$ cat src/rtl/ifetch_pkg.sv
// Shared definitions for the instruction fetch stage and its consumers.
// Holds the fetch FSM encoding, word geometry and opcode constants used by decode.
package ifetch_pkg;

    typedef enum logic [1:0] {
        IDLE    = 2'd0,
        WAIT    = 2'd1,
        DISCARD = 2'd2
    } fetch_state_t;

    localparam int INSTR_W = 32;
    localparam int PC_STEP = 4;

    // Opcode field values shared with the decode/execute core.
    localparam logic [7:0] OP_LOADI = 8'h00;
    localparam logic [7:0] OP_MOV   = 8'h01;
    localparam logic [7:0] OP_ADD   = 8'h02;
    localparam logic [7:0] OP_SUB   = 8'h03;
    localparam logic [7:0] OP_AND   = 8'h04;
    localparam logic [7:0] OP_OR    = 8'h05;

endpackage

$ cat src/rtl/ifetch_unit_fifo.sv
// Prefetch FIFO of {instruction, pc} pairs between instruction memory and decode.
// Flush has priority over push and pop; the head is presented combinationally from storage.
module prefetch_fifo
    import ifetch_pkg::*;
#(
    parameter int DEPTH  = 4,
    parameter int ADDR_W = 32,
    localparam int PTR_W = $clog2(DEPTH),
    localparam int CNT_W = $clog2(DEPTH) + 1
) (
    input  logic               clk,
    input  logic               rst,
    input  logic               flush,
    input  logic               push,
    input  logic [INSTR_W-1:0] push_instr,
    input  logic [ADDR_W-1:0]  push_pc,
    input  logic               pop,
    output logic [CNT_W-1:0]   count,
    output logic               head_valid,
    output logic [INSTR_W-1:0] head_instr,
    output logic [ADDR_W-1:0]  head_pc
);

    localparam logic [CNT_W-1:0] DEPTH_C = CNT_W'(DEPTH);

    logic [INSTR_W-1:0] instr_mem [DEPTH];
    logic [ADDR_W-1:0]  pc_mem    [DEPTH];
    logic [PTR_W-1:0]   rd_ptr;
    logic [PTR_W-1:0]   wr_ptr;
    logic               do_push;
    logic               do_pop;

    // A push into a full FIFO is only legal when the head leaves on the same edge.
    assign do_pop  = pop && (count != '0) && !flush;
    assign do_push = push && ((count != DEPTH_C) || do_pop) && !flush;

    always_ff @(posedge clk) begin
        if (rst || flush) begin
            rd_ptr <= '0;
            wr_ptr <= '0;
            count  <= '0;
        end else begin
            if (do_push) begin
                wr_ptr <= wr_ptr + PTR_W'(1);
            end
            if (do_pop) begin
                rd_ptr <= rd_ptr + PTR_W'(1);
            end
            count <= count + CNT_W'(do_push) - CNT_W'(do_pop);
        end
    end

    // Storage is cleared on reset so the head reads as zero until the first push.
    always_ff @(posedge clk) begin
        if (rst) begin
            for (int i = 0; i < DEPTH; i++) begin
                instr_mem[i] <= '0;
                pc_mem[i]    <= '0;
            end
        end else if (do_push) begin
            instr_mem[wr_ptr] <= push_instr;
            pc_mem[wr_ptr]    <= push_pc;
        end
    end

    assign head_valid = (count != '0);
    assign head_instr = instr_mem[rd_ptr];
    assign head_pc    = pc_mem[rd_ptr];

endmodule

$ cat src/rtl/ifetch_unit.sv
// Instruction fetch stage: owns the fetch PC, issues one outstanding memory read at a
// time, buffers returned words in a prefetch FIFO and handles redirects with discard.
module ifetch_unit
    import ifetch_pkg::*;
#(
    parameter int                ADDR_W   = 32,
    parameter int                DEPTH    = 4,
    parameter logic [ADDR_W-1:0] RESET_PC = '0
) (
    input  logic               clk,
    input  logic               rst,
    input  logic               redirect,
    input  logic [ADDR_W-1:0]  redirect_pc,
    output logic               mem_req,
    output logic [ADDR_W-1:0]  mem_addr,
    input  logic               mem_ack,
    input  logic [INSTR_W-1:0] mem_rdata,
    output logic               instr_valid,
    input  logic               instr_ready,
    output logic [INSTR_W-1:0] instr,
    output logic [ADDR_W-1:0]  instr_pc
);

    localparam int               CNT_W   = $clog2(DEPTH) + 1;
    localparam logic [CNT_W-1:0] DEPTH_C = CNT_W'(DEPTH);

    function automatic logic [ADDR_W-1:0] word_align(input logic [ADDR_W-1:0] a);
        return a & ~ADDR_W'(3);
    endfunction

    // Handshakes: a memory read completes on the edge where mem_req && mem_ack; mem_req
    // and mem_addr hold until then. A decode transfer happens on the edge where
    // instr_valid && instr_ready. Neither side may retract a request once raised.

    fetch_state_t      state;
    fetch_state_t      state_next;
    logic [ADDR_W-1:0] fetch_pc;
    logic [ADDR_W-1:0] fetch_pc_next;
    logic              mem_req_next;
    logic [ADDR_W-1:0] mem_addr_next;
    logic [ADDR_W-1:0] redirect_al;
    logic [ADDR_W-1:0] issue_addr;
    logic              do_issue;
    logic              go_idle;
    logic              ack;
    logic              pop;
    logic              push;
    logic [CNT_W-1:0]  count;
    logic [CNT_W-1:0]  count_after_pop;
    logic              room_idle;
    logic              room_wait;

    assign redirect_al     = word_align(redirect_pc);
    assign ack             = mem_req && mem_ack;
    assign pop             = instr_valid && instr_ready && !redirect;
    assign push            = (state == WAIT) && ack && !redirect;
    assign count_after_pop = count - CNT_W'(pop);
    // The guard counts the request about to be issued, so its later push always fits.
    assign room_idle       = count_after_pop < DEPTH_C;
    assign room_wait       = (count_after_pop + CNT_W'(1)) < DEPTH_C;

    always_comb begin
        state_next    = state;
        fetch_pc_next = fetch_pc;
        mem_req_next  = mem_req;
        mem_addr_next = mem_addr;
        do_issue      = 1'b0;
        go_idle       = 1'b0;
        issue_addr    = fetch_pc;

        case (state)
            IDLE: begin
                if (redirect) begin
                    do_issue   = 1'b1;
                    issue_addr = redirect_al;
                end else if (room_idle) begin
                    do_issue = 1'b1;
                end
            end
            WAIT: begin
                if (ack) begin
                    if (redirect) begin
                        do_issue   = 1'b1;
                        issue_addr = redirect_al;
                    end else if (room_wait) begin
                        do_issue = 1'b1;
                    end else begin
                        go_idle = 1'b1;
                    end
                end else if (redirect) begin
                    // In-flight request cannot be aborted; its response gets dropped.
                    state_next    = DISCARD;
                    fetch_pc_next = redirect_al;
                end
            end
            DISCARD: begin
                if (ack) begin
                    if (redirect) begin
                        do_issue   = 1'b1;
                        issue_addr = redirect_al;
                    end else if (room_idle) begin
                        do_issue = 1'b1;
                    end else begin
                        go_idle = 1'b1;
                    end
                end else if (redirect) begin
                    fetch_pc_next = redirect_al;
                end
            end
            default: begin
                go_idle = 1'b1;
            end
        endcase

        if (do_issue) begin
            mem_req_next  = 1'b1;
            mem_addr_next = issue_addr;
            fetch_pc_next = issue_addr + ADDR_W'(PC_STEP);
            state_next    = WAIT;
        end else if (go_idle) begin
            mem_req_next = 1'b0;
            state_next   = IDLE;
        end
    end

    always_ff @(posedge clk) begin
        if (rst) begin
            state    <= IDLE;
            fetch_pc <= word_align(RESET_PC);
            mem_req  <= 1'b0;
            mem_addr <= word_align(RESET_PC);
        end else begin
            state    <= state_next;
            fetch_pc <= word_align(fetch_pc_next);
            mem_req  <= mem_req_next;
            mem_addr <= mem_addr_next;
        end
    end

    prefetch_fifo #(
        .DEPTH  (DEPTH),
        .ADDR_W (ADDR_W)
    ) u_fifo (
        .clk        (clk),
        .rst        (rst),
        .flush      (redirect),
        .push       (push),
        .push_instr (mem_rdata),
        .push_pc    (mem_addr),
        .pop        (pop),
        .count      (count),
        .head_valid (instr_valid),
        .head_instr (instr),
        .head_pc    (instr_pc)
    );

endmodule

$ cat config.mk
export PLATFORM = sky130hd
export DESIGN_NAME = ifetch_unit
export DESIGN_NICKNAME = d
export VERILOG_FILES = /design/src/rtl/ifetch_pkg.sv /design/src/rtl/ifetch_unit_fifo.sv /design/src/rtl/ifetch_unit.sv
export SDC_FILE = /design/constraint.sdc
export NUM_CORES = 1
export LEC_CHECK = 0
export ABC_AREA = 1
export CAP_MARGIN = 20
export CORE_ASPECT_RATIO = 2
export CORE_UTILIZATION = 36
export DETAILED_ROUTE_END_ITERATION = 6
export GPL_TIMING_DRIVEN = 0
export PLACE_DENSITY_LB_ADDON = 0.2
export SLEW_MARGIN = 20
export SYNTH_ARGS = -nofsm -noshare
export SYNTH_HDL_FRONTEND = slang
export SYNTH_SLANG_ARGS = --single-unit
$ cat constraint.sdc
create_clock -name clk -period 9.5 [get_ports clk]
set_clock_uncertainty 0.05 [all_clocks]
set_input_delay 1.425 -clock clk [delete_from_list [all_inputs] [get_ports clk]]
set_output_delay 1.425 -clock clk [all_outputs]
set_load 0.005 [all_outputs]
After elaboration in Yosys (flattened, before gate mapping)
Memories as Yosys holds them, arrays and structs flattened. A register that Yosys moved wholly into a read port is not among the register bits.
Cells that the tools add are included.
{"block": "classes", "addsub": 7, "n_mux": 42, "eq_ne": 5, "n_reduce_logical": 25, "order_cmp": 2, "bitwise": 1}
{"operator": "2-to-1 mux 32 bit", "n": 7}
{"operator": "one-hot mux 32 bit (2 select lines)", "n": 1}
{"operator": "OR reduction 32 bit", "n": 2}
{"operator": "adder 32 x 3 -> 32 bit (second input constant)", "n": 1}
{"operator": "2-to-1 mux 1 bit", "n": 26}
{"operator": "2-to-1 mux 2 bit", "n": 6}
{"operator": "logical AND 1 bit", "n": 9}
{"operator": "nonzero test 3 bit", "n": 3}
{"operator": "< comparator 3 bit (second input constant)", "n": 2}
{"operator": "inequality test 3 bit (second input constant)", "n": 2}
{"operator": "one-hot mux 1 bit (3 select lines)", "n": 2}
{"operator": "AND reduction 3 bit", "n": 2}
{"operator": "subtractor 3 x 1 -> 3 bit", "n": 2}
{"operator": "adder 2 x 1 -> 2 bit (second input constant)", "n": 2}
{"operator": "nonzero test 2 bit", "n": 2}
{"operator": "adder 3 x 1 -> 3 bit", "n": 1}
{"operator": "adder 3 x 1 -> 3 bit (second input constant)", "n": 1}
{"operator": "OR reduction 3 bit", "n": 1}
{"operator": "== test 2 x 1 -> 1 bit (second input constant)", "n": 1}
{"operator": "== test 2 bit (second input constant)", "n": 1}
{"operator": "logical NOT 2 bit", "n": 1}
{"operator": "logical OR 1 bit", "n": 2}
{"operator": "inequality test 2 bit (second input constant)", "n": 1}
{"operator": "AND reduction 2 bit", "n": 1}
{"operator": "other kinds (3)", "n": 3}
{"block": "totals", "register_bits": 74, "mem_count": 2, "out_inout_bits": 98, "mem_bits_rw": 256, "word_cells": 93}
{"memory": "u_fifo.instr_mem", "depth": 4, "word_bits": 32, "read_ports": 1, "rd_ports_with_merged_regs": 1, "write_ports": 4, "line_no": "ifetch_unit_fifo.sv:26", "rtl": "logic [INSTR_W-1:0] instr_mem [DEPTH];"}
{"memory": "u_fifo.pc_mem", "depth": 4, "word_bits": 32, "read_ports": 1, "rd_ports_with_merged_regs": 1, "write_ports": 4, "line_no": "ifetch_unit_fifo.sv:27", "rtl": "logic [ADDR_W-1:0] pc_mem [DEPTH];"}

Depth between registers and ports, before layout
Gate-level depths: netlist of the first run.
{"block": "logic_depth", "ltp_word": 13, "depth_mapped": 20, "depth_no_buf": 18}

By module
A second synthesis of the first run with hierarchy kept.
{"block": "unflattened", "cells_unflattened": 1755, "hier_area_um2": 16398.2}
{"mod": "prefetch_fifo", "seq_area_each_um2": 7867.5, "cells_each": 1045, "instances": 1, "area_per_inst_um2": 11964.0}
{"mod": "ifetch_unit", "seq_area_each_um2": 1261.2, "cells_each": 710, "instances": 1, "area_per_inst_um2": 4434.3}

Worst setup path after synthesis of the first run
Ideal clock, no wire load.
{"block": "synth_path", "kind": "input port to flip-flop", "from": "input port redirect", "to": "memory u_fifo.instr_mem[1][0] (enable)", "path_stages": 5, "setup_time_ps": 568, "required_time_ps": 8882, "path_buffers": 2, "path_slack_ps": 2487, "arrival_ps": 6395, "cell_sequence": "buf_4 buf_6 nor3_2 nand2_2 o21ai_0"}
{"element": "from (decl)", "line_no": "ifetch_unit.sv:12", "rtl": "input logic redirect,"}
{"element": "to (decl)", "line_no": "ifetch_unit_fifo.sv:26"}

==> Flow_metrics.wiki, run 1 <==
{| class="wikitable"
! Metric !! Value
|-
| Overall routing resource usage || between 20% and 30%
|-
| Net switching power figure || slightly above 900 µW
|-
| Number of antenna violations at the first check in global routing || 0
|-
| Ys async rst share || 0%
|-
| Unrepaired setup endpoints after global routing || no
|-
| Count of synthesis-stage warnings from yosys || 0
|-
| Pin count of the biggest net entering global routing || between 40 and 50
|-
| Sequential share of the synthesized area || 57.7%
|-
| DRC violation count after routing || 0
|-
| Effective utilization at floorplan || a little over a third
|-
| Combinational fraction of design power || 16.0%
|-
| Number of cells on the worst hold path || 2
|-
| Routability-driven placement congestion ratio || between 0.9 and 1
|-
| CP Capture Type || output port
|-
| Vias after detailed routing || roughly 13,000
|-
| Proportion of netlist area held by the largest area contributor || between 40% and 50%
|-
| Int Power || between 2000 and 2500 µW
|-
| Hold Violations, Final || 0
|-
| Hold-fix buffers at CTS || 0
|-
| Clock sink count || 320
|-
| Total of max-cap violations || 0
|-
| Max clock buf depth || 3
|-
| Clock Latency Late Sink || ~580 ps
|-
| Endpoint required time on the critical path || approximately 8000 ps
|-
| CTS root buf || clkbuf_16
|-
| Routed length per instance || 20.5 µm
|-
| Iteration count of the initial detailed-routing pass || 7
|-
| Number of global-route vias before repair || between 10,000 and 15,000
|-
| Cell area after synthesis || 15,400 µm²
|-
| Total setup buffers inserted after CTS || 0
|-
| Remaining antenna violation count after routing || 0
|-
| Area used by multi-input combinational logic || about 5400 µm²
|-
| Number of cell rows || between 100 and 150
|-
| Count of pins over their slew limit || 0
|-
| Diodes inserted || 0
|-
| Launch instance of the worst register-to-register path || state[1]
|-
| # port buffers || between 150 and 200
|-
| Layout cells sized above 1 || a little under a tenth
|-
| Distinct cell type count after synthesis || 43
|-
| Global-route wire length before repair || 75.6 mm
|-
| Final Hold Slack || 419 ps
|-
| Number of I/O pins || 167
|-
| # resized after CTS || 0
|-
| Net switching fraction of the power || 27.9%
|-
| Detailed placement HPWL || about 38 mm
|-
| Total of flip-flops plus latches after synthesis || 320
|-
| Reported leakage power || between 0.007 and 0.008 µW
|-
| Type of the worst setup path || reg -> out
|-
| CTS Buf Count || 29
|-
| Number of enable flip-flop cells after synthesis || about 250
|-
| Yosys top cell by area || edfxtp_1
|-
| Post-route non-filler standard cell count || roughly 2,500
|-
| Min-delay worst type || reg -> reg
|-
| Hold path startpoint || u_fifo.rd_ptr[1]
|-
| Grt ovf || 0
|-
| Via density per instance || around 5
|-
| Maximum achievable frequency || between 150 and 200 MHz
|-
| Slew at the pin closest to its max-slew limit || roughly 960 ps
|-
| Area overhead of the layout relative to synthesis || 21.7%
|-
| Filler instances || slightly above 4,000
|-
| Iteration-0 DRC Markers || 694
|-
| Relative slew slack || between 30% and 40%
|-
| Share of the cycle needed by the critical path after routing || a little over half
|-
| Die Span Y || between 200 and 300 µm
|-
| Power per Cell Area || roughly 180 nW/µm²
|-
| Clock-pin slew reported for the worst setup and hold paths after clock tree synthesis || 70 ps
|-
| Slack of the worst reg-to-reg path || slightly above 6000 ps
|-
| CP Launch Type || flip-flop
|-
| Cell with the most instances after synthesis || nor2_1
|-
| Pre-CTS setup slack || around 4200 ps
|-
| Final wirelength || 51.0 mm
|-
| Reg power frac || 49.6%
|-
| Final count of negative-setup-slack endpoints || 0
|-
| CP Data Arrival Time || 3560 ps
|-
| Synthesized instance count || 1,728
|-
| Register area || between 8000 and 9000 µm²
|-
| Core Box Area || between 40,000 and 50,000 µm²
|-
| Tmin final || between 5000 and 6000 ps
|-
| Worst Path Max Fanout || 10
|-
| Peak ir drop on the vdd network || about 0.00010 V
|-
| Power after layout || ~3300 µW
|-
| Clock tree from TritonCTS || done
|-
| Top cells by area, synth || edfxtp_1 (48%), dfxtp_1 (9.4%), nor2_1 (9.3%)
|-
| Result of the run || complete, no violations
|-
| Placed Cells || 2,436
|-
| Top flip-flop cell by instance count after synthesis || edfxtp_1
|-
| Part of the power in the clock network || approximately 34%
|-
| Nets@finish || approximately 2,000
|-
| Mapped Avg Cell Area || approximately 8.9 µm²
|-
| Reg2reg path depth || 10
|-
| Worst reg2reg endpoint || u_fifo.pc_mem[0][29]
|-
| Total number of H-tree levels || 1
|-
| Post-layout worst setup margin || 4470 ps
|-
| Die footprint || between 40,000 and 50,000 µm²
|-
| Die width || around 150 µm
|-
| Most frequent cells after synthesis || nor2_1 (382), nand2_1 (261), edfxtp_1 (248), o21ai_0 (177), inv_1 (135)
|}
[cells in the final DEF (no fill, tap or decap), drive strengths merged]
cell / n
a211oi: 7
a21oi: 51
a31oi: 7
and2: 2
buf: 40
bufinv: 1
clkbuf: 109
clkdlybuf4s50: 159
clkinv: 10
conb: 4
dfxtp: 72
edfxtp: 248
fa: 1
ha: 9
inv: 164
nand2: 290
nand3: 67
nand3b: 1
nand4: 6
nor2: 404
nor3: 30
nor3b: 1
o211ai: 1
o21ai: 187
o221ai: 4
o22ai: 62
or2: 4
xnor2: 3
xor2: 5
[worst max-delay path by stage]
stage / to / slack [ps] / cells after the start
floorplan: u_fifo.instr_mem[1][0] / 2490 / 5
global placement: u_fifo.instr_mem[1][3] / -1660 / 6
detailed placement: u_fifo.instr_mem[0][3] / 4230 / 10
CTS: instr_pc[5] / 4420 / 7
global route: instr_pc[5] / 4280 / 7
finish: instr_pc[5] / 4470 / 7
[kinds of logic (layout without fill, tap and decap cells)]
group / Yosys count / after routing / synth area share [%]
XOR/XNOR: 8 / 8 / 0.455
AO/OA/AOI/OAI: 319 / 319 / 11.2
AND/OR/NAND/NOR: 805 / 805 / 22.5
flip-flops: 320 / 320 / 57.7
adder cells (fa/ha/maj): 10 / 10 / 0.862
other: 1 / 4 / 0.0244
buffers and inverters: 265 / 483 / 7.22
[area by class of cell]
cell class / count / area share (%)
timing repair buffer: 165 / 9.34
inverter: 160 / 3.21
multi-input combinational: 1146 / 29.0
clock buffer: 38 / 4.05
tap: 540 / 3.61
sequential: 320 / 47.4
clock inverter: 15 / 0.628
buffer: 105 / 2.72
[power groups by stage]
stage	Clock, µW	Combinational (µW)	Sequential, µW
2_1_floorplan	0	289	1650
3_3_place_gp	0	516	1670
3_5_place_dp	0	528	1660
4_1_cts	1150	531	1630
5_1_grt	1200	576	1640
6_report	1140	528	1640
[per-layer routing]
metal / wire (µm) / share of wire, % / vias up / global-route usage [%]
met2: 28500 / 56 / 450 / 46.6
met1: 17300 / 34 / 6006 / 23.1
li1: - / - / 6148 / -
met3: 2350 / 4.6 / 114 / 2.17
met5: 0 / 0 / - / 0
met4: 2830 / 5.5 / 0 / 13.6
[per-stage QoR]
step | utilization [%] | setup TNS [ps] | cell area [µm²]
2_1_floorplan | - | 0 | 15400
3_3_place_gp | 42.0 | -102620 | 17700
3_5_place_dp | 42.5 | 0 | 17900
4_1_cts | 44.6 | 0 | 18700
5_1_grt | 44.6 | 0 | 18700
6_report | 44.6 | 0 | 18700
[state kept, by name, summed over array words and instances, names as in the netlist, named ones only]
signal            count
fetch_pc             30
mem_addr             30
mem_req               1
state                 2
u_fifo.count          3
u_fifo.instr_mem    128
u_fifo.pc_mem       120
u_fifo.rd_ptr         2
u_fifo.wr_ptr         2
[critical path: stages (launching register included)]
cell,delay (ps)
dfxtp_1,300
clkbuf_1,250
inv_1,320
clkbuf_1,510
clkbuf_1,510
nor2_1,90
o22ai_1,400
clkdlybuf4s50_1,590
(Power assumes the default switching activity.)
==> run 2, diff against run 1 <==
==> constraint.sdc (replaced) <==
create_clock -name clk -period 4.62 [get_ports clk]
set_clock_uncertainty 0.05 [all_clocks]
set_input_delay 0.693 -clock clk [delete_from_list [all_inputs] [get_ports clk]]
set_output_delay 0.693 -clock clk [all_outputs]
set_load 0.005 [all_outputs]
==> Flow_metrics.wiki, run 2 (same netlist as run 1, synthesis figures left out) <==
{| class="wikitable"
! Metric !! Value
|-
| Maximum achievable frequency || between 200 and 250 MHz
|-
| Pin count of the biggest net entering global routing || 37
|-
| Combinational fraction of design power || ~16%
|-
| Core Box Area || about 42,000 µm²
|-
| DRC violation count after routing || 0
|-
| Reported leakage power || around 0.0071 µW
|-
| Share of the cycle needed by the critical path after routing || approximately 93%
|-
| Post-layout worst setup margin || between 300 and 400 ps
|-
| Summed area of non-filler cells in the final layout || 18,800 µm²
|-
| Unrepaired setup endpoints after global routing || no
|-
| Relative slew slack || a little over a third
|-
| Reg power frac || about 49%
|-
| Grt ovf || 0
|-
| Final core utilization || 44.7%
|-
| Die width || around 150 µm
|-
| Layout cells sized above 1 || 9.23%
|-
| Hold-fix buffers at CTS || 0
|-
| Clock tree from TritonCTS || done
|-
| Total number of H-tree levels || 1
|-
| Register area || approximately 8900 µm²
|-
| # resized after CTS || 0
|-
| Power per Cell Area || 367 nW/µm²
|-
| Post-route non-filler standard cell count || ~2,500
|-
| Type of the worst setup path || reg -> out
|-
| Total of max-cap violations || 0
|-
| Tmin final || approximately 4300 ps
|-
| Iteration-0 DRC Markers || 631
|-
| Register with the most flip-flops || u_fifo.instr_mem
|-
| Number of global-route vias before repair || 12,900
|-
| Via density per instance || between 5 and 6
|-
| Min-delay worst type || reg -> reg
|-
| Net switching fraction of the power || a little over a quarter
|-
| Highest-count cells in the layout ignoring fill and taps || nor2_1 (382), nand2_1 (259), edfxtp_1 (248)
|-
| Hold Violations, Final || 0
|-
| Filler instances || 4,158
|-
| Placed Cells || roughly 2,400
|-
| Net switching power figure || approximately 1900 µW
|-
| CP Launch Type || flip-flop
|-
| Flip-flop count of the largest register, all copies and words added || 128
|-
| Remaining antenna violation count after routing || 0
|-
| Number of antenna violations at the first check in global routing || 0
|-
| Total setup buffers inserted after CTS || 0
|-
| Part of the power in the clock network || 35.5%
|-
| Clock Latency Late Sink || around 570 ps
|-
| Slew at the pin closest to its max-slew limit || approximately 960 ps
|-
| Number of cell rows || approximately 110
|-
| CP Capture Type || output port
|-
| Area used by multi-input combinational logic || about 5400 µm²
|-
| Iteration count of the initial detailed-routing pass || 5
|-
| Max clock buf depth || 3
|-
| CTS root buf || clkbuf_16
|-
| Area overhead of the layout relative to synthesis || 22.1%
|-
| Pre-CTS setup slack || -49.6 ps
|-
| Die Span Y || about 300 µm
|-
| Endpoint required time on the critical path || a little under 4000 ps
|-
| Final Hold Slack || 417 ps
|-
| Int Power || roughly 5000 µW
|-
| # port buffers || between 150 and 200
|-
| Routed length per instance || 20.5 µm
|-
| Result of the run || complete, no violations
|-
| Count of pins over their slew limit || 0
|-
| Nets@finish || between 2,000 and 2,500
|-
| Final wirelength || between 50 and 60 mm
|-
| Overall routing resource usage || a little under a quarter
|-
| Clock-pin slew reported for the worst setup and hold paths after clock tree synthesis || ~70 ps
|-
| Final count of negative-setup-slack endpoints || 0
|-
| Diodes inserted || 0
|-
| CTS Buf Count || 29
|-
| Effective utilization at floorplan || 36.6%
|-
| Die footprint || between 40,000 and 50,000 µm²
|-
| Placed instance area || approximately 18,000 µm²
|-
| Biggest regs || u_fifo.instr_mem (128), u_fifo.pc_mem (120)
|-
| CP Data Arrival Time || ~3500 ps
|-
| Detailed placement HPWL || 37.7 mm
|-
| Vias after detailed routing || 12,600
|-
| Global-route wire length before repair || between 70 and 80 mm
|-
| Commonest non-fill, non-tap cell in the layout || nor2_1
|-
| Peak ir drop on the vdd network || between 0.0002 and 0.00025 V
|-
| Worst Path Max Fanout || 10
|-
| Clock sink count || 320
|-
| Routability-driven placement congestion ratio || between 0.9 and 1
|-
| Number of I/O pins || about 170
|}
==> run 2: cell count changes in the layout (fill, tap and decap cells not counted) <==
| cell | change |
|---|---|
| clkinv_1 | -2 |
| inv_6 | -4 |
| clkinv_4 | +1 |
| buf_16 | -1 |
| clkinvlp_4 | +2 |
| clkinv_2 | -3 |
| buf_12 | +1 |
| inv_4 | +1 |
| clkbuf_8 | +5 |
| bufinv_16 | +1 |
==> run 2: power groups by stage <==
stage / combinational [µW] / clock, µW / sequential (µW)
after floorplan: 595 / 0 / 3400
after global routing: 1190 / 2580 / 3380
after detailed placement: 1090 / 0 / 3420
final: 1090 / 2450 / 3360
after global placement: 1060 / 0 / 3430
after CTS: 1090 / 2500 / 3360
==> run 2: cell type report <==
| type | instances | share of cell area (%) |
|---|---|---|
| Buffer | 105 | 2.72 |
| Multi-Input combinational cell | 1146 | 28.9 |
| Clock inverter | 11 | 0.639 |
| Tap cell | 540 | 3.59 |
| Clock buffer | 43 | 4.41 |
| Sequential cell | 320 | 47.3 |
| Timing Repair Buffer | 165 | 9.27 |
| Inverter | 160 | 3.19 |
==> run 2: stage by stage <==
step | setup TNS (ps) | power, µW
global route | 0 | 7150
detailed placement | -1360 | 4510
finish | 0 | 6900
CTS | 0 | 6960
global placement | -368390 | 4500
floorplan | 0 | 4000
==> run 2: worst max-delay path, cell delays in order, from the launching register on <==
cell and delay (ps):
dfxtp_1 310, clkbuf_1 260, inv_1 320, clkbuf_1 530, clkbuf_1 500, nor2_1 80
o22ai_1 370, clkdlybuf4s50_1 590
==> run 2: worst paths after layout <==
kind / cells after the start / slack (ps) / end / startpoint
max: 7 / 350 / instr_pc[5] / flip-flop
min reg2reg: 2 / 420 / fetch_pc[29] / fetch_pc[29]
max reg2reg: 10 / 1030 / u_fifo.instr_mem[0][1] / state[1]
min: 2 / 420 / fetch_pc[29] / fetch_pc[29]
==> run 2: per-layer routing <==
layer	vias to the layer above	wire, µm	GRT usage [%]
met1	5951	17700	23.6
met2	424	28000	45.9
met3	116	2370	2.34
li1	6157	-	-
met4	0	2890	13.8
met5	-	0	0
